[src/rtl/muldiv_seq_pkg.sv]
// muldiv_seq_pkg: shared state encoding, PSW bit indices and the special ALU op code
package muldiv_seq_pkg;
  typedef enum logic [1:0] {IDLE, CALC, DONE} state_t;
  localparam int PSW_BIT_CY  = 7;
  localparam int PSW_BIT_AC  = 6;
  localparam int PSW_BIT_F0  = 5;
  localparam int PSW_BIT_RS1 = 4;
  localparam int PSW_BIT_RS0 = 3;
  localparam int PSW_BIT_OV  = 2;
  localparam int PSW_BIT_F1  = 1;
  localparam int PSW_BIT_P   = 0;
  localparam logic [3:0] ALU_OP_MULDIV = 4'hF;
endpackage

[src/rtl/muldiv_core.sv]
// muldiv_core: one combinational shift-add (MUL) or restore-subtract (DIV) iteration
module muldiv_core
  import muldiv_seq_pkg::*;
#(
  parameter int DATA_W = 8
) (
  input  logic              op_div,
  input  logic [DATA_W-1:0] hi,
  input  logic [DATA_W-1:0] lo,
  input  logic [DATA_W-1:0] b,
  output logic [DATA_W-1:0] hi_nx,
  output logic [DATA_W-1:0] lo_nx
);
  logic [DATA_W:0] sum, sh, diff;
  always_comb begin
    sum   = {1'b0, hi} + (lo[0] ? {1'b0, b} : '0);
    sh    = {hi, lo[DATA_W-1]};
    diff  = sh - {1'b0, b};
    hi_nx = op_div ? (diff[DATA_W] ? sh[DATA_W-1:0] : diff[DATA_W-1:0]) : sum[DATA_W:1];
    lo_nx = op_div ? {lo[DATA_W-2:0], ~diff[DATA_W]} : {sum[0], lo[DATA_W-1:1]};
  end
endmodule

[src/rtl/muldiv_seq.sv]
// muldiv_seq: multi-cycle 8051 MUL AB / DIV AB sequencer with PSW update
module muldiv_seq
  import muldiv_seq_pkg::*;
#(
  parameter int DATA_W = 8,
  parameter int PSW_CY = PSW_BIT_CY,
  parameter int PSW_OV = PSW_BIT_OV,
  parameter int PSW_P  = PSW_BIT_P
) (
  input  logic              clk,
  input  logic              rst,
  input  logic              start,
  input  logic              op_div,
  input  logic [DATA_W-1:0] a_data,
  input  logic [DATA_W-1:0] b_data,
  input  logic [7:0]        psw_in,
  output logic              busy,
  output logic              done,
  output logic [DATA_W-1:0] ans_a,
  output logic [DATA_W-1:0] ans_b,
  output logic [7:0]        psw_out
);
  localparam int CW = $clog2(DATA_W);
  state_t state, state_nx;
  logic [CW-1:0] cnt;
  logic [DATA_W-1:0] hi, lo, b_q, hi_nx, lo_nx, res_a, res_b;
  logic div_q, dz, last, ld, ov;
  logic [7:0] psw_q, psw_new;
  muldiv_core #(.DATA_W(DATA_W)) u_core (
    .op_div(div_q),
    .hi    (hi),
    .lo    (lo),
    .b     (b_q),
    .hi_nx (hi_nx),
    .lo_nx (lo_nx)
  );
  always_comb begin
    dz       = start && op_div && b_data == '0;
    last     = cnt == CW'(DATA_W - 1);
    state_nx = state == IDLE ? (start ? (dz ? DONE : CALC) : IDLE) :
               state == CALC ? (last ? DONE : CALC) : IDLE;
    ld       = state == IDLE ? dz : state == CALC && last;
    res_a    = state == IDLE ? '1 : lo_nx;
    res_b    = state == IDLE ? a_data : hi_nx;
    ov       = state == IDLE ? 1'b1 : ~div_q && |hi_nx;
    psw_new  = state == IDLE ? psw_in : psw_q;
    psw_new[PSW_CY] = 1'b0;
    psw_new[PSW_OV] = ov;
    psw_new[PSW_P]  = ^res_a;
  end
  always_ff @(posedge clk) state <= rst ? IDLE : state_nx;
  always_ff @(posedge clk) begin
    if (rst) begin
      cnt     <= '0;
      hi      <= '0;
      lo      <= '0;
      b_q     <= '0;
      div_q   <= 1'b0;
      psw_q   <= '0;
      ans_a   <= '0;
      ans_b   <= '0;
      psw_out <= '0;
    end else begin
      if (state == IDLE && start) begin
        cnt   <= '0;
        hi    <= '0;
        lo    <= a_data;
        b_q   <= b_data;
        div_q <= op_div;
        psw_q <= psw_in;
      end else if (state == CALC) begin
        cnt <= cnt + CW'(1);
        hi  <= hi_nx;
        lo  <= lo_nx;
      end
      if (ld) begin
        ans_a   <= res_a;
        ans_b   <= res_b;
        psw_out <= psw_new;
      end
    end
  end
  assign busy = state != IDLE;
  assign done = state == DONE;
endmodule
[config.mk]
export PLATFORM = sky130hd
export DESIGN_NAME = muldiv_seq
export DESIGN_NICKNAME = d
export VERILOG_FILES = /design/src/rtl/muldiv_seq_pkg.sv /design/src/rtl/muldiv_core.sv /design/src/rtl/muldiv_seq.sv
export SDC_FILE = /design/constraint.sdc
export NUM_CORES = 1
export LEC_CHECK = 0
export BUFFER_PORTS_ARGS = -buffer_cell sky130_fd_sc_hd__buf_2
export CELL_PAD_IN_SITES_DETAIL_PLACEMENT = 2
export CELL_PAD_IN_SITES_GLOBAL_PLACEMENT = 2
export CORE_MARGIN = 3
export CORE_UTILIZATION = 30
export CTS_CLUSTER_DIAMETER = 80
export DETAILED_ROUTE_END_ITERATION = 6
export PLACE_DENSITY_LB_ADDON = 0.05
export SYNTH_ARGS = -nofsm -noshare
export SYNTH_HDL_FRONTEND = slang
export SYNTH_SLANG_ARGS = --single-unit
[constraint.sdc]
create_clock -name clk -period 2.6 [get_ports clk]
set_input_delay 0.26 -clock clk [delete_from_list [all_inputs] [get_ports clk]]
set_output_delay 0.26 -clock clk [all_outputs]
set_load 0.01 [all_outputs]
# --- After elaboration in Yosys (flattened, before gate mapping) ---
# Index checks and enable logic that the tools add are counted.
# W data, S select, Z words.
word_totals:
  reg_bits: 60
  in_bits: 28
  elab_cells: 46
classes:
  addsub: 3
  eq_ne: 3
  mux: 16
  n_bitwise: 2
  reduce_logical: 12
ops:
  columns: ["op", "n"]
  rows:
  - ["$mux W8", 8]
  - ["$mux W2", 5]
  - ["$add A8 B9 Y9", 1]
  - ["$sub A9 B8 Y9", 1]
  - ["$logic_not A8 Y1", 1]
  - ["$reduce_or A8 Y1", 1]
  - ["$reduce_xor A8 Y1", 1]
  - ["$mux W7", 1]
  - ["$logic_and A1 B1 Y1", 5]
  - ["$reduce_bool A2 Y1", 2]
  - ["$add A3 B1 Y3 const B", 1]
  - ["$eq A3 B3 Y1 const B", 1]
  - ["$eq A2 B1 Y1 const B", 1]
  - ["$eq A2 B2 Y1 const B", 1]
  - ["$logic_not A2 Y1", 1]
  - ["$mux W1", 2]
  - ["$not A1 Y1", 2]
  - ["$reduce_or A2 Y1", 1]

# --- Logic depth before layout (Yosys ltp) ---
# Gate-level depths: netlist of run 1.
depth:
  ltp_word: 6
  ltp_mapped: 11

# --- Cells and area by module ---
# From an unflattened synthesis of run 1, not the netlist that was laid out.
unflattened:
  hier_cells: 418
  area_unflattened_um2: 3507.1
modules_own_cells:
  columns: ["mod", "instances", "cells_each", "area_each_um2", "seq_area_each_um2"]
  rows:
  - ["muldiv_seq", 1, 274, 2476.1, 1161.1]
  - ["muldiv_core", 1, 144, 1031.0, 0.0]

# --- Worst setup path after synthesis of run 1 ---
# No wires, ideal clock.
synth_path:
  path_type: "register to register"
  startpoint: "reg lo[7]"
  endpoint: "reg psw_out[2]"
  setup_ns: 0.141
  t_arrival_ns: 2.316
  t_required_ns: 2.459
  setup_slack_ns: 0.143
  stages_incl_launch_ff: 12
  path_buffers: 0
  synth_period_minus_slack_ns: 2.457
  path_cell_list: "dfxtp_1 > inv_1 > ha_1 > inv_1 > fa_1 > a211oi_4 > nor3_4 > or3_4 > nand3_1 > a31oi_1 > nor4b_2 > a31oi_1"
synth_via:
  elab_chain_len: 6
synth_lines:
  columns: ["item", "line", "text"]
  rows:
  - ["start, declared", "muldiv_seq.sv:26", "logic [DATA_W-1:0] hi, lo, b_q, hi_nx, lo_nx, res_a, res_b;"]
  - ["start signal, assigned", "muldiv_seq.sv:67", "lo <= a_data;"]
  - ["start signal, assigned", "muldiv_seq.sv:74", "lo <= lo_nx;"]
  - ["$sub A9 B8 Y9", "muldiv_core.sv:18", "diff = sh - {1'b0, b};"]
  - ["$mux W8 (*) (2 in a row)", "muldiv_core.sv:19", "hi_nx = op_div ? (diff[DATA_W] ? sh[DATA_W-1:0] : diff[DATA_W-1:0]) : sum[DATA_W:1];"]
  - ["$reduce_or A8 Y1 (*)", "muldiv_seq.sv:45", "ov = state == IDLE ? 1'b1 : ~div_q && |hi_nx;"]
  - ["$logic_and A1 B1 Y1 (*)", "muldiv_seq.sv:45", null]
  - ["$mux W1 (*)", "muldiv_seq.sv:45", null]
  - ["end signal, assigned", "muldiv_seq.sv:79", "psw_out <= psw_new;"]
  - ["end, declared", "muldiv_seq.sv:21", "output logic [7:0] psw_out"]
# Every way passes the cells marked *; elsewhere a longest branch is shown, timed or not.
# A chain may end at the register's enable or synchronous reset.

# --- Final worst setup path of run 1 ---
layout_path:
  startpoint: "reg b_q[0]"
  endpoint: "reg hi[7]"
layout_via:
  elab_chain_len: 3
layout_lines:
  columns: ["item", "line", "text"]
  rows:
  - ["start, declared", "muldiv_seq.sv:26", null]
  - ["start signal, assigned", "muldiv_seq.sv:68", "b_q <= b_data;"]
  - ["$mux W8 / $sub A9 B8 Y9 (equally long branches)", "muldiv_core.sv:16, muldiv_core.sv:18", null]
  - ["$add A8 B9 Y9 / $mux W8 (equally long branches)", "muldiv_core.sv:16, muldiv_core.sv:19", null]
  - ["$mux W8 (*)", "muldiv_core.sv:19", null]
  - ["end signal, assigned", "muldiv_seq.sv:73", "hi <= hi_nx;"]
  - ["end, declared", "muldiv_seq.sv:26", null]
# Marks and branches as above.

==> results of run 1 <==
[worst reg2reg max path: stages (launching register included)]
cell and delay (ns):
dfxtp_4 0.38, ha_4 0.15, inv_2 0.04, fa_2 0.38, a211oi_4 0.29, nor3_4 0.12, or3_4 0.43, nand2_4 0.10
buf_4 0.15, a22oi_2 0.07, o31ai_1 0.12, buf_4 0.20, o31ai_2 0.06
[kinds of logic (layout without fill, tap and decap cells)]
family | after synthesis | after routing | share of synthesized area (%)
adder cells (fa/ha/maj) | 20 | 20 | 7.78
XOR/XNOR | 17 | 17 | 4.37
flip-flops | 58 | 58 | 34.0
other | 1 | 1 | 0.110
AO/OA/AOI/OAI | 114 | 114 | 23.4
AND/OR/NAND/NOR | 170 | 170 | 22.9
buffers and inverters | 44 | 131 | 5.10
multiplexers | 8 | 8 | 2.35
[cell type report]
| cell class | instances | share of cell area (%) |
|---|---|---|
| clock inverters | 4 | 1.58 |
| clock buffers | 12 | 5.50 |
| repair buffers | 95 | 12.7 |
| flip-flops and latches | 58 | 25.1 |
| multi-input cells | 330 | 49.8 |
| inverters | 20 | 1.61 |
| well taps | 140 | 3.76 |
[through the flow]
stage / instances / utilization (%)
floorplan: 432 / -
global placement: 637 / 36.8
detailed placement: 637 / 36.8
CTS: 653 / 40.1
global route: 659 / 42.4
finish: 659 / 42.4
[worst paths after layout]
| check | depth (start not counted) | slack (ns) | to | startpoint |
|---|---|---|---|---|
| worst min register to register | 2 | 0.46 | div_q | div_q |
| worst max register to register | 12 | -0.05 | hi[7] | b_q[0] |
| worst min-delay path | 3 | 0.17 | b_q[1] | b_data[1] |
| worst max-delay path | 12 | -0.05 | hi[7] | b_q[0] |
[timing repair]
item	CTS	global route
pin swaps	4	27
endpoints found under the setup margin	14	14
resized for setup	8	42
buffers inserted	0	7
[state kept, by name, indices dropped and copies added, names as in the netlist, 2 cells and up]
signal,flops
ans_a,8
ans_b,8
b_q,8
cnt,3
hi,8
lo,8
psw_out,7
psw_q,5
state,2
[layout by cell type (no fill, tap or decap), types with 3 or more instances in the layout]
master and n:
ha_1 11, xor2_1 3, ha_4 4, nand2_1 63, o21a_1 5, nor2_1 57, a311oi_1 6, buf_2 49
o21ai_0 6, inv_1 18, o21ai_1 7, a211oi_1 12, dfxtp_2 4, xnor2_1 14, nand3_1 8, or3_1 3
a21oi_1 31, nor2b_1 5, and2_1 10, buf_4 46, a221oi_1 9, clkbuf_16 9, nor3_1 5, a21oi_2 4
mux2i_1 8, dfxtp_1 53, ha_2 3
[layer usage]
metal	vias to the layer above	GRT usage, %	wire (um)
met5	-	0	0
met4	0	6.73	205
met3	14	3.13	408
met2	49	32.0	6300
met1	1687	26.7	6020
li1	1688	-	-
[report_power, final]
part           internal, mW  switching (mW)
Sequential            0.920          0.0278
Combinational         0.263           0.370
Clock                 0.891           0.434
Total                  2.07           0.831
==> run summary, run 1 <==
Status: complete, but fails checks
Failing checks: negative setup slack
FFs w/ async S/R, synth: 0%
GRT Total Usage: 19.7%
Fin Clk Skew: 0.00606 ns
Die span in x: 113 um
CP Data Required Time: 2.78 ns
Ports: 54
Placer congestion estimate: 0.777
CP dominant cell by count: buf_4
Mapped cell area: 3410 um2
Multi-input gate area: 2320 um2
Critical path class: reg -> reg
Antenna Cells: 0
Register area: 1170 um2
Main flop type after synthesis: dfxtp_1
Hold Path Class: in -> reg
Top cells by area, synth: dfxtp_1 (34%), nand2_1 (7.0%), ha_1 (6.6%)
Via density: 5.22
Vias in the first global route: 3646
Worst path bufs/invs: 3
Root buf cell: clkbuf_16
Crit share post-route: 102%
Worst skew pair latency: 0.33 ns
Worst Tran Pin Value: 0.768 ns
Routed WL: 12.9 mm
Sequential fraction of the synthesis area: 34.0%
Area of the die: 12700 um2
Sink Count: 58
Dpl cell area: 4040 um2
DIE HEIGHT: 113 um
#FFs+latches synth: 58
Power Total: 2.90 mW
Number of flops mapped to enable cells by yosys: 0
Largest net degree at the start of global routing: 44
First-pass iteration count of the detailed router: 4
Area Overhead vs Synth: 36.6%
Worst vdd ir: 0.342 mV
FMAX: 377 MHz
Max Transition Viols Final: 0
Unique masters post-synth: 60
Fill count: 1240
Worst rel slew slack: 48.8%
YS warnings: 0
CTS buffer count: 9
H-tree levels: 3
Crit-path max cell delay: 0.43 ns
Total Neg Setup Slack: -0.111 ns
Area leader, netlist: dfxtp_1
Critical path's slowest cell: or3_4
Max Cap Viol: 0
Post-Syn Nets: 480
Wire per inst: 19.6 um
Row count: 38
Remaining global-route overflow: 0
Starting density of the core: 31.1%
Final setup margin: -0.0491 ns
Startpoint Class: register
CORE AREA: 11000 um2
Post-synth top cells: nand2_1 (64), dfxtp_1 (58), nor2_1 (57)
First-pass GRT wire length: 19.6 mm
Initial antenna violation count: 0
Mapped Cells: 432
Unrepaired setup endpoints after global routing: yes
CP Max Fanout: 5
DR vias: 3438
Residual DRC count: 0
Final setup violation count: 3
Pwr Density: 623 nW/um2
CTS Buffer Depth: 2
CP Capture Type: register
CP arrival: 2.83 ns
Post-route ant nets: 0
Detailed Place HPWL: 9.20 mm
Fin crit period: 2.65 ns
Cts hold-fix bufs: 0
CP top delay family: simple AND/OR/NAND/NOR gates
Worst hold margin: 0.174 ns
Post-Place Worst Slack: -0.160 ns
Leak: 1.89 nW
Fin area: 4660 um2
Clk slew on worst S/H paths: 0.05 ns
Final Hold Fails: 0
CP cell instances: ha_4 > inv_2 > fa_2 > a211oi_4 > nor3_4 > or3_4 > nand2_4 > buf_4 > a22oi_2 > o31ai_1 > buf_4 > o31ai_2
Top-count cell post-synth: nand2_1
CTS tree: yes
Top-area cell type share of the netlist area: 34.0%
Initial DRC Count: 168
Layout cells sized above 1: 30.6%
Syn Area/Cell: 7.90 um2
I/O Buffers: 49
Nets: 562
Power figures use the tool's default switching activity.
==> run 2, diff against run 1 <==
--- a/config.mk
+++ b/config.mk
@@ -5,11 +5,13 @@
 export SDC_FILE = /design/constraint.sdc
 export NUM_CORES = 1
 export LEC_CHECK = 0
+export ABC_AREA = 1
 export BUFFER_PORTS_ARGS = -buffer_cell sky130_fd_sc_hd__buf_2
 export CELL_PAD_IN_SITES_DETAIL_PLACEMENT = 2
 export CELL_PAD_IN_SITES_GLOBAL_PLACEMENT = 2
+export CORE_ASPECT_RATIO = 0.9
 export CORE_MARGIN = 3
-export CORE_UTILIZATION = 30
+export CORE_UTILIZATION = 31
 export CTS_CLUSTER_DIAMETER = 80
 export DETAILED_ROUTE_END_ITERATION = 6
 export PLACE_DENSITY_LB_ADDON = 0.05
==> constraint.sdc (replaced) <==
create_clock -name clk -period 3.4 [get_ports clk]
set_input_delay 0.34 -clock clk [delete_from_list [all_inputs] [get_ports clk]]
set_output_delay 0.34 -clock clk [all_outputs]
set_load 0.01 [all_outputs]
==> run summary, run 2 <==
Status: complete, no violations
Post-route ant nets: 0 (unchanged)
Commonest non-fill, non-tap cell in the layout: nand2_1
Post-CTS resize count: 0 (-8)
CP Capture Type: register
Starting density of the core: 32.3% (+1.2 points)
Max Cap Viol: 0 (unchanged)
Cts hold-fix bufs: 0 (unchanged)
First-pass iteration count of the detailed router: 4 (unchanged)
Initial DRC Count: 163 (-3.0%)
Mapped cell area: 3550 um2 (+4.0%)
Fin Clk Skew: 0.00732 ns (+0.00126 ns)
FFs w/ async S/R, synth: 0% (unchanged)
Sequential fraction of the synthesis area: 32.7% (-1.3 points)
#FFs+latches synth: 58 (unchanged)
Worst Tran Pin Value: 0.833 ns (+0.0648 ns)
Fin crit period: 2.65 ns (+0.00145 ns)
Initial antenna violation count: 0 (unchanged)
Area Overhead vs Synth: 19.9%
CTS Buffer Depth: 2 (unchanged)
DR vias: 3687 (+7.2%)
I/O Buffers: 49 (unchanged)
Worst skew pair latency: 0.34 ns (about the same)
Max Transition Viols Final: 0 (unchanged)
Critical path class: reg -> reg
Mapped Cells: 541 (+25%)
CP arrival: 2.87 ns (+0.04 ns)
Top cells by area, synth: dfxtp_1 (33%), nand2_1 (16%), inv_1 (9.8%)
Wire per inst: 16.6 um (-16%)
Area of the die: 12800 um2 (+0.59%)
Fin area: 4250 um2 (-8.7%)
Sink Count: 58 (unchanged)
Area leader, netlist: dfxtp_1
Crit share post-route: 78.0% (-24 points)
FMAX: 377 MHz (about the same)
Via density: 4.94 (-5.4%)
CTS tree: yes
YS warnings: 0 (unchanged)
Top-area cell type share of the netlist area: 32.7% (-1.3 points)
Power Total: 2.13 mW (-27%)
Post-synth top cells: nand2_1 (147), inv_1 (93), dfxtp_1 (58)
Post-CTS Setup Bufs: 0 (unchanged)
Largest net degree at the start of global routing: 24 (-45%)
Antenna Cells: 0 (unchanged)
Hold Path Class: in -> reg
CP Max Fanout: 10 (+5)
Number of flops mapped to enable cells by yosys: 0 (unchanged)
Syn Area/Cell: 6.55 um2 (-17%)
CP Data Required Time: 3.62 ns (+0.84 ns)
Startpoint Class: register
Main flop type after synthesis: dfxtp_1
DIE HEIGHT: 107 um (-4.6%)
Vias in the first global route: 4023 (+10%)
First-pass GRT wire length: 20.9 mm (+6.9%)
Pwr Density: 500 nW/um2 (-20%)
Post-Syn Nets: 589 (+23%)
Worst vdd ir: 0.194 mV (-43%)
Worst rel slew slack: 44.1% (-4.7 points)
Top-count cell post-synth: nand2_1
Residual DRC count: 0 (unchanged)
Most frequent cells in the layout: nand2_1 (147), inv_1 (93), dfxtp_1 (58), buf_2 (49)
Unrepaired setup endpoints after global routing: no
Leak: 2.26 nW (+20%)
Die span in x: 119 um (+5.4%)
Row count: 36 (-5.3%)
Routed WL: 12.4 mm (-4.4%)
Root buf cell: clkbuf_16
Clk slew on worst S/H paths: 0.05 ns (about the same)
Placer congestion estimate: 0.780 (+0.42%)
Detailed Place HPWL: 9.91 mm (+7.8%)
Total Neg Setup Slack: 0 ns (+0.111 ns)
Dpl cell area: 3950 um2 (-2.2%)
Nets: 638 (+14%)
Final core occ: 38.7% (-3.7 points)
Final setup violation count: 0 (-3)
CORE AREA: 11000 um2 (about the same)
CTS buffer count: 9 (unchanged)
H-tree levels: 3 (unchanged)
Ports: 54 (unchanged)
Unique masters post-synth: 37 (-38%)
Remaining global-route overflow: 0 (unchanged)
GRT Total Usage: 20.8% (+1.1 points)
Final Hold Fails: 0 (unchanged)
Layout cells sized above 1: 15.1% (-16 points)
[run 2: cell type report]
class	instances	area, um2
multi-input combinational	366	1920
tap	152	190
clock inverter	6	66.3
clock buffer	10	239
sequential	58	1160
timing repair buffer	57	305
fill	1363	6740
inverter	98	368
[run 2: stage by stage]
| step | hold WS [ns] | std cells | worst slack, ns |
|---|---|---|---|
| 5_1_grt | 0.272 | 747 | 0.437 |
| 4_1_cts | 0.256 | 747 | 0.695 |
| 6_report | 0.267 | 747 | 0.749 |
| 3_3_place_gp | 0.437 | 731 | 0.758 |
| 2_1_floorplan | 0.445 | 541 | 1.20 |
| 3_5_place_dp | 0.446 | 731 | 0.699 |
[run 2: cell families (layout without fill, tap and decap cells)]
logic type                 after synthesis  count (layout)  synth area share [%]
AOI/OAI and AO/OA                      105             105                  16.7
xor gates and xnor gates                 6               6                  1.48
adders and majority gates               20              20                  7.48
buffers and inverters                  117             171                  13.0
DFF                                     58              58                  32.7
muxes                                    5               5                  1.41
other                                    1               1                 0.106
and+or+nand+nor                        229             229                  27.1
[run 2: final timing paths]
kind | startpoint | to | slack [ns] | cells after the start
worst max register to register | lo[0] | psw_out[2] | 0.75 | 17
worst max-delay path | lo[0] | psw_out[2] | 0.75 | 17
worst min register to register | psw_out[0] | psw_out[0] | 0.45 | 2
worst min-delay path | psw_in[1] | psw_q[1] | 0.27 | 3
[run 2: power by group]
part | switching (mW) | total, mW | internal (mW)
combinational | 0.314 | 0.466 | 0.151
clock | 0.338 | 0.924 | 0.586
sequential | 0.0298 | 0.738 | 0.708
[run 2: worst max-delay path: stages (launching register included)]
cell and delay (ns):
dfxtp_1 0.55, nand2_1 0.09, inv_1 0.06, ha_1 0.15
inv_1 0.05, fa_1 0.35, inv_1 0.10, nand3_1 0.10
a21oi_1 0.23, o21ai_0 0.16, nand3_1 0.12, nand2_1 0.12
inv_1 0.08, nand2_1 0.05, nor2_1 0.09, nand2_1 0.08
nand2_1 0.07, a21oi_1 0.07
[run 2: per-layer routing]
layer	vias up	routed length, um	global-route usage, %
met4	0	110	5.21
met2	66	5640	33.9
li1	1815	-	-
met3	11	483	4.10
met5	-	0	0
met1	1795	6140	28.3
